[config.mk]
export PLATFORM = sky130hd
export DESIGN_NAME = anton_neopixel_sequencer
export DESIGN_NICKNAME = d
export VERILOG_FILES = /design/src/rtl/anton_neopixel_sequencer_pkg.sv /design/src/rtl/anton_neopixel_bit_timer.sv /design/src/rtl/anton_neopixel_sequencer.sv
export SDC_FILE = /design/constraint.sdc
export NUM_CORES = 1
export LEC_CHECK = 0
export ABC_AREA = 1
export CAP_MARGIN = 10
export CELL_PAD_IN_SITES_DETAIL_PLACEMENT = 1
export CELL_PAD_IN_SITES_GLOBAL_PLACEMENT = 2
export CORE_MARGIN = 1
export CORE_UTILIZATION = 31
export CTS_CLUSTER_SIZE = 20
export DETAILED_ROUTE_END_ITERATION = 10
export PLACE_DENSITY_LB_ADDON = 0.1
export SLEW_MARGIN = 25
export SYNTH_ARGS = -nofsm -noshare
export SYNTH_HDL_FRONTEND = slang
export SYNTH_HIERARCHICAL = 1
export SYNTH_SLANG_ARGS = --single-unit
export TNS_END_PERCENT = 20
[constraint.sdc]
create_clock -name clk -period 2.95 [get_ports clk]
set_input_delay 0.59 -clock clk [delete_from_list [all_inputs] [get_ports clk]]
set_output_delay 0.59 -clock clk [all_outputs]
set_load 0.05 [all_outputs]
[src/rtl/anton_neopixel_sequencer_pkg.sv]
// Shared definitions for the neopixel sequencer: the sequencer FSM encoding,
// the stream-datapath state values and the default sizing constants.
package anton_neopixel_sequencer_pkg;

   // Internal sequencer states.
   typedef enum logic [1:0] {
      SEQ_IDLE     = 2'd0,
      SEQ_TRANSMIT = 2'd1,
      SEQ_RESET    = 2'd2,
      SEQ_DONE     = 2'd3
   } seqState_t;

   // Values of the 'state' output consumed by the stream datapath.
   localparam logic STATE_TRANSMIT = 1'b1;
   localparam logic STATE_RESET    = 1'b0;

   // Last valid byte index of the pixel buffer (24-byte buffer).
   localparam int BUFFER_END_DEFAULT  = 23;
   // 400 slot clocks = 62.5 us at 6.4 MHz, above the 50 us latch time.
   localparam int RESET_DELAY_DEFAULT = 400;

endpackage

[src/rtl/anton_neopixel_bit_timer.sv]
// Bit timer: walks the 8 pattern slots of each bit and the 24 bits of each
// pixel, and strobes pixelEnd on the final slot of the final bit.
module anton_neopixel_bit_timer (
   input  logic       clk,
   input  logic       rstn,
   input  logic       enable,
   input  logic       clear,
   output logic [4:0] pixelBitIndex,
   output logic [2:0] bitPatternIndex,
   output logic       pixelEnd
);

   // Last slot of the last bit of the current pixel.
   assign pixelEnd = enable && (bitPatternIndex == 3'd7) && (pixelBitIndex == 5'd23);

   // Slot/bit counters; clear wins over enable so an abort lands on index 0.
   always_ff @(posedge clk or negedge rstn) begin
      if (!rstn) begin
         pixelBitIndex   <= 5'd0;
         bitPatternIndex <= 3'd0;
      end else if (clear) begin
         pixelBitIndex   <= 5'd0;
         bitPatternIndex <= 3'd0;
      end else if (enable) begin
         // NOTE: non-blocking assignments so both counters see pre-edge values.
         bitPatternIndex <= bitPatternIndex + 3'd1;
         if (bitPatternIndex == 3'd7) begin
            pixelBitIndex <= (pixelBitIndex == 5'd23) ? 5'd0 : pixelBitIndex + 5'd1;
         end
      end
   end

endmodule

[src/rtl/anton_neopixel_sequencer.sv]
// Neopixel sequencer: drives the pixel/bit/slot indices and the stream state,
// serves the latch (reset) period after each frame and restarts in loop mode.
// Optional build macro ANTON_NEOPIXEL_FRAME_COUNTER_EN adds frameCount[15:0].
module anton_neopixel_sequencer
   import anton_neopixel_sequencer_pkg::*;
#(
   parameter  int BUFFER_END  = BUFFER_END_DEFAULT,
   parameter  int RESET_DELAY = RESET_DELAY_DEFAULT,
   localparam int BUFFER_BITS = $clog2(BUFFER_END + 1)
) (
   input  logic                   clk,
   input  logic                   rstn,
   input  logic                   regCtrlRun,
   input  logic                   regCtrlLoop,
   input  logic                   regCtrl32bit,
   input  logic [BUFFER_BITS-1:0] regCtrlLimit,
   output logic                   state,
   output logic [BUFFER_BITS-1:0] pixelIndex,
   output logic [4:0]             pixelBitIndex,
   output logic [2:0]             bitPatternIndex,
   output logic                   streamBusy,
   output logic                   frameDone
`ifdef ANTON_NEOPIXEL_FRAME_COUNTER_EN
   ,
   output logic [15:0]            frameCount
`endif
);

   localparam int                     CNT_BITS = $clog2(RESET_DELAY + 1);
   localparam logic [CNT_BITS-1:0]    CNT_LAST = CNT_BITS'(RESET_DELAY - 1);
   localparam logic [BUFFER_BITS:0]   END_IDX  = (BUFFER_BITS + 1)'(BUFFER_END);

   seqState_t              seq;
   seqState_t              seqNext;
   logic                   mode32;
   logic [CNT_BITS-1:0]    resetCount;
   logic [CNT_BITS-1:0]    resetCountNext;
   logic                   resetLast;
   logic                   pixelEnd;
   logic                   lastPixel;
   logic [BUFFER_BITS-1:0] stride;

   assign stride    = mode32 ? BUFFER_BITS'(4) : BUFFER_BITS'(1);
   assign resetLast = (resetCount == CNT_LAST);

   anton_neopixel_bit_timer bitTimer (
      .clk             (clk),
      .rstn            (rstn),
      .enable          (seq == SEQ_TRANSMIT),
      .clear           (seqNext != SEQ_TRANSMIT),
      .pixelBitIndex   (pixelBitIndex),
      .bitPatternIndex (bitPatternIndex),
      .pixelEnd        (pixelEnd)
   );

   // Last-pixel test: limit reached (word-granular in 32-bit mode) or the
   // next stride would step past the end of the buffer.
   always_comb begin
      // NOTE: default first so no path through this block infers a latch.
      lastPixel = 1'b0;
      if (mode32) begin
         lastPixel = pixelIndex[BUFFER_BITS-1:2] >= regCtrlLimit[BUFFER_BITS-1:2];
      end else begin
         lastPixel = pixelIndex >= regCtrlLimit;
      end
      if (({1'b0, pixelIndex} + {1'b0, stride}) > END_IDX) begin
         lastPixel = 1'b1;
      end
   end

   // Next-state logic and the reset-period counter's next value.
   always_comb begin
      seqNext        = seq;
      resetCountNext = '0;
      case (seq)
         SEQ_IDLE: begin
            if (regCtrlRun) seqNext = SEQ_TRANSMIT;
         end
         SEQ_TRANSMIT: begin
            if (!regCtrlRun || (pixelEnd && lastPixel)) seqNext = SEQ_RESET;
         end
         SEQ_RESET: begin
            if (!resetLast) begin
               resetCountNext = resetCount + CNT_BITS'(1);
            end else if (regCtrlRun && regCtrlLoop) begin
               seqNext = SEQ_TRANSMIT;
            end else if (!regCtrlRun) begin
               seqNext = SEQ_IDLE;
            end else begin
               seqNext = SEQ_DONE;
            end
         end
         SEQ_DONE: begin
            if (!regCtrlRun) seqNext = SEQ_IDLE;
         end
         default: seqNext = SEQ_IDLE;
      endcase
   end

   // State, mode latch, reset counter, pixel index and registered outputs.
   always_ff @(posedge clk or negedge rstn) begin
      if (!rstn) begin
         seq        <= SEQ_IDLE;
         mode32     <= 1'b0;
         resetCount <= '0;
         pixelIndex <= '0;
         state      <= STATE_RESET;
         streamBusy <= 1'b0;
         frameDone  <= 1'b0;
      end else begin
         seq        <= seqNext;
         resetCount <= resetCountNext;
         if ((seqNext == SEQ_TRANSMIT) && (seq != SEQ_TRANSMIT)) begin
            mode32 <= regCtrl32bit;
         end
         if (seqNext != SEQ_TRANSMIT) begin
            pixelIndex <= '0;
         end else if (pixelEnd) begin
            pixelIndex <= pixelIndex + stride;
         end
         state      <= (seqNext == SEQ_TRANSMIT) ? STATE_TRANSMIT : STATE_RESET;
         streamBusy <= (seqNext == SEQ_TRANSMIT) || (seqNext == SEQ_RESET);
         frameDone  <= (seqNext == SEQ_RESET) && (resetCountNext == CNT_LAST);
      end
   end

`ifdef ANTON_NEOPIXEL_FRAME_COUNTER_EN
   // Frames completed since the sequencer last went idle; wraps at 16 bits.
   always_ff @(posedge clk or negedge rstn) begin
      if (!rstn) begin
         frameCount <= 16'd0;
      end else if ((seqNext == SEQ_IDLE) && ((seq == SEQ_DONE) || (seq == SEQ_RESET))) begin
         frameCount <= 16'd0;
      end else if (frameDone) begin
         frameCount <= frameCount + 16'd1;
      end
   end
`endif

endmodule
==> impl_metrics.toml, run 1 <==
[route]
drc = 0
drtPass1Iterations = 4
wl_per_cell_um = 11.9
drtIter0Drc = 54
vias = 1570
routed_wl_mm = 4.08
ant_nets = 0
via_per_inst = 4.56

[floorplanning]
die_x_um = 77.3
die_area_um2 = 5980
rows = 27
initial_core_util_pct = 32.1
coreArea_um2 = 5470
num_io_pins = 26
die_h_um = 77.3

[logic_synthesis]
yosysTopAreaCell = "dfrtp_1"
synthTopCellsByArea = "dfrtp_1, ha_1, nand2_1"
synth_edf_count = 0
yosys.area_share.simple_pct = 29.0
synth_cells = 231
yosys_most_used_dff = "dfrtp_1"
synth_compound_area_share_pct = 7.40
syn_area_um2 = 1760
synth_most_common_cell = "nand2_1"
synth_xor_area_share_pct = 1.49
synth_top_cell_area_share_pct = 39.9
ys_types = 25
ys_ff_latch = 28
yosys_warnings = 6
synth_nets = 257
synthMuxAreaShare_pct = 0
synth_top_family_by_area = "simple AND/OR/NAND/NOR gates"
seq_area_frac_synth_pct = 39.9
synthTopCellsByCount = "nand2_1, inv_1, dfrtp_1, nand3_1, ha_1"
synthAdderAreaFrac_pct = 11.4
synthArstFlopShare_pct = 100
synth.avg_cell_area_um2 = 7.61

[clock_tree]
ctsLongestPathBuffers = 2
ctsHoldBuffers = 0
htreeDepth = 1
cts_buffers = 3
clock_sinks = 28
clkTransAtPathRegs_ns = 0.10
cts_tree = "done"
clk_latency_ns = 0.28
cts_root_buffer = "clkbuf_8"

[timing]
worst_pin_slew_ns = 0.498
skew_ns = 0.00516
setup_viol = 0
finalWorstSetupSlack_ns = 0.241
hold_violations = 0
final.min_clock_period_ns = 2.71
fmax_mhz = 369
slew-limit-headroom_pct = 66.7
rsz0062_at_grt = "yes"
fin_crit_sh_pct = 91.8
maxSlewViolCount = 0
setup_tns_ns = 0

[setup_path]
worstSetupPathType = "in -> reg"
crit_path_max_fanout = 6
crit_required_ns = 3.15
worstSetupStartpointType = "input pin"
end_kind = "flip-flop"
r2r_setup_slack_ns = 0.46
r2r_cells = 17
arrival_ns = 2.91

[global_route]
grt_max_degree = 29
grt_pass1_vias = 1625
grt_overflow = 0
grt_first_pass_wirelength_mm = 7.36
antenna_found_initial = 0
track_usage_pct = 15.4

[final_layout]
num-nets-final = 300
postLayoutCoreUtil_pct = 41.1
drive_above_1_share_pct = 13.2
fin_area_um2 = 2250
area_growth_pct = 27.9
diodes = 0

[placement]
dp_slack_ns = -0.179
routabilityCongestion = 0.735
io_buffers = 25
hpwlAfterDp_mm = 3.29
placed_cell_area_um2 = 2190

[power_and_ir_drop]
power.leakage_nw = 1.17
peakVddDrop_mv = 0.247
power_density_nw_per_um2 = 687

[flow_run]
maxCapViolCount = 0

[run_status]
status = "complete, no violations"

[worst_hold_path]
hold_path.class = "reg -> reg"
holdPathStages = 1
==> cell type report <==
cell class              instances  area, µm²
fillers                       707       3220
multi-input cells             152        877
flip-flops and latches         28        701
repair buffers                 38        348
inverters                      51        191
well taps                      72       90.1
clock buffers                   3       41.3
==> layout by cell type (no fill, tap or decap), drive strengths merged, types with 3 or more instances in the layout <==
cell / count
nand2: 54
a21oi: 6
o21ai: 11
dfrtp: 28
inv: 51
nand3: 26
clkbuf: 3
ha: 16
nor2: 20
nor3: 3
nand4: 6
buf: 13
clkdlybuf4s50: 25
==> worst paths after layout <==
kind,start,to
min in group asynchronous,rstn,bitTimer/pixelBitIndex[0]
max reg2reg,mode32,bitTimer/bitPatternIndex[2]
max in group asynchronous,rstn,state
max,regCtrlLimit[2],bitTimer/bitPatternIndex[2]
min reg2reg,resetCount[0],resetCount[0]
min,resetCount[0],resetCount[0]
==> worst max-delay path, cell delays in order <==
cell and delay [ns]:
clkdlybuf4s50_1 0.47, inv_1 0.04, ha_1 0.31, inv_1 0.07, nand2_1 0.04, nand2_1 0.05, nand2_1 0.05, nand2_1 0.05
nand2_1 0.04, inv_1 0.05, nand3_1 0.06, nand2_1 0.09, nand3_1 0.12, a21oi_2 0.17, ha_2 0.20, inv_2 0.07
or2_1 0.24, o21ai_0 0.16
==> layer usage <==
metal	track usage, %	wire length, µm
met1	19.8	1910
met2	26.7	2050
met3	1.79	69
met4	4.53	48
met5	0	0
==> power by group <==
group | total [mW] | switching [mW] | internal (mW) | leakage, nW
Sequential | 0.504 | 0.0572 | 0.446 | 0.380
Clock | 0.215 | 0.123 | 0.0920 | 0.0216
Combinational | 0.827 | 0.489 | 0.338 | 0.771
==> sequential cells by signal (all words and copies together) (netlist names) <==
name,flops
bitTimer/bitPatternIndex,3
seq,2
frameDone,1
streamBusy,1
state,1
pixelIndex,5
mode32,1
resetCount,9
bitTimer/pixelBitIndex,5
==> metrics by stage <==
stage	power [mW]	cells	hold WS, ns
after detailed placement	1.31	340	0.488
final	1.55	344	0.498
after CTS	1.53	343	0.502
after floorplan	0.991	231	0.294
after global placement	1.31	340	0.485
after global routing	1.69	344	0.528
==> logic make-up (layout without fill, tap and decap cells) <==
logic type / count (synthesis) / in the layout
simple gates: 111 / 111
buf+inv: 51 / 92
flops: 28 / 28
compound gates: 22 / 22
fa+ha+maj: 16 / 16
xor+xnor: 3 / 3
==> timing repair <==
action | 4_1_cts | 5_1_grt
setup endpoints to repair | 0 | 12
hold endpoints to repair | 0 | 0
gates resized for setup | 0 | 6
buffers inserted | 0 | 1
No activity file was read; power rests on OpenSTA's default activity.
==> run 2, diff against run 1 <==
CAP_MARGIN = 20   (was 10)
MAX_ROUTING_LAYER = met4   (was not set)
TNS_END_PERCENT = 30   (was 20)
==> impl_metrics.toml, run 2 (synthesis results as in run 1) <==
[final_layout]
register_area_um2 = 701
regMostFlops = "resetCount"
num-nets-final = 300
drive_above_1_share_pct = 14.3
layout_commonest_cell = "nand2_1"
fin_area_um2 = 2260
largest_reg_flops = 9
diodes = 0
multiInputGateArea_um2 = 887
largest_registers = "resetCount: 9 flops, bitTimer/pixelBitIndex: 5 flops, pixelIndex: 5 flops"
final_cell_mix = "nand2_1, inv_1, dfrtp_1"
n_fill_cell = 707
area_growth_pct = 28.5

[setup_path]
reg2reg_from = "mode32"
worstSetupStartpointType = "input pin"
arrival_ns = 2.87
cp-startpoint = "regCtrlLimit[2]"
crit_path_max_fanout = 6
worstSetupPathType = "in -> reg"
end_kind = "flip-flop"
crit_required_ns = 3.15

[timing]
worst_pin_slew_ns = 0.498
rsz0062_at_grt = "no"
setup_viol = 0
setup_tns_ns = 0
fmax_mhz = 374
worst_hold_slack_ns = 0.498
skew_ns = 0.00666
fin_crit_sh_pct = 90.7
hold_violations = 0
finalWorstSetupSlack_ns = 0.273
maxSlewViolCount = 0
slew-limit-headroom_pct = 66.7
final.min_clock_period_ns = 2.68

[clock_tree]
clkTransAtPathRegs_ns = 0.10
cts_buffers = 3
cts_tree = "done"
htreeDepth = 1
ctsHoldBuffers = 0
clock_sinks = 28
clk_latency_ns = 0.27
cts_root_buffer = "clkbuf_8"
ctsLongestPathBuffers = 2

[global_route]
track_usage_pct = 15.8
grt_first_pass_wirelength_mm = 7.36
grt_overflow = 0
antenna_found_initial = 0
grt_max_degree = 29
grt_pass1_vias = 1625

[route]
vias = 1572
wl_per_cell_um = 11.8
routed_wl_mm = 4.07
drtIter0Drc = 54
via_per_inst = 4.57
ant_nets = 0
drc = 0
drtPass1Iterations = 4

[worst_hold_path]
min-delay-start = "resetCount[0]"
hold_path.class = "reg -> reg"

[floorplanning]
die_x_um = 77.3
coreArea_um2 = 5470
die_area_um2 = 5980
rows = 27
die_h_um = 77.3
initial_core_util_pct = 32.1
num_io_pins = 26

[placement]
placed_cell_area_um2 = 2190
io_buffers = 25
hpwlAfterDp_mm = 3.29
routabilityCongestion = 0.744
dp_slack_ns = -0.179

[power_and_ir_drop]
peakVddDrop_mv = 0.247
power.total_mw = 1.55
power_density_nw_per_um2 = 686
power.leakage_nw = 1.18

[flow_run]
maxCapViolCount = 0

[run_status]
status = "complete, no violations"
## run 2: cell counts in the layout (fill, tap and decap cells not counted)
Identical to the previous run, type by type.
## run 2: final cells by class
cell class                      instances  area share [%]
Multi-Input combinational cell        152            39.3
Sequential cell                        28            31.0
Timing Repair Buffer                   38            15.4
Inverter                               51            8.48
Tap cell                               72            3.99
Clock buffer                            3            1.83
## run 2: final timing paths
kind	end	slack (ns)	depth (start not counted)
worst max-delay path	bitTimer/bitPatternIndex[2]	0.27	20
worst min-delay path	resetCount[0]	0.50	1
worst max register to register	bitTimer/bitPatternIndex[2]	0.49	19
max in group asynchronous	state	1.96	2
min in group asynchronous	bitTimer/pixelBitIndex[0]	0.69	2
worst min register to register	resetCount[0]	0.50	1
## run 2: where the power goes
part	switching [mW]	total [mW]	leakage (nW)	internal (mW)
combinational	0.493	0.834	0.773	0.341
clock	0.120	0.212	0.0216	0.0918
sequential	0.0572	0.504	0.380	0.446
## run 2: critical path, cell delays in order
cell and delay (ns):
clkdlybuf4s50_1 0.47, inv_1 0.04, ha_1 0.31, inv_1 0.07, nand2_1 0.04, nand2_1 0.05, nand2_1 0.05, nand2_1 0.05
nand2_1 0.04, inv_1 0.05, nand3_1 0.08, nand2_2 0.08, nand2_1 0.07, nand2_1 0.07, nand2_1 0.06, nand2_2 0.07
ha_2 0.18, inv_2 0.07, or2_1 0.24, o21ai_0 0.16
## run 2: timing repair
action / 4_1_cts / 5_1_grt
buffers inserted: 0 / 1
endpoints found under the setup margin: 0 / 12
resized for setup: 0 / 9
## run 2: routing by layer
| metal | track usage, % | share of wire [%] | wire length, µm | up-vias |
|---|---|---|---|---|
| met5 | - | 0 | 0 | - |
| met4 | 4.53 | 0.74 | 30 | 0 |
| met3 | 1.79 | 1.5 | 63 | 2 |
| met2 | 26.7 | 51 | 2070 | 11 |
| met1 | 19.8 | 47 | 1910 | 744 |
| li1 | - | - | - | 815 |
## run 2: metrics by stage
| step | utilization [%] | cells |
|---|---|---|
| detailed placement | 40.0 | 340 |
| global route | 41.3 | 344 |
| floorplan | - | 231 |
| CTS | 40.7 | 343 |
| global placement | 40.0 | 340 |
| finish | 41.3 | 344 |
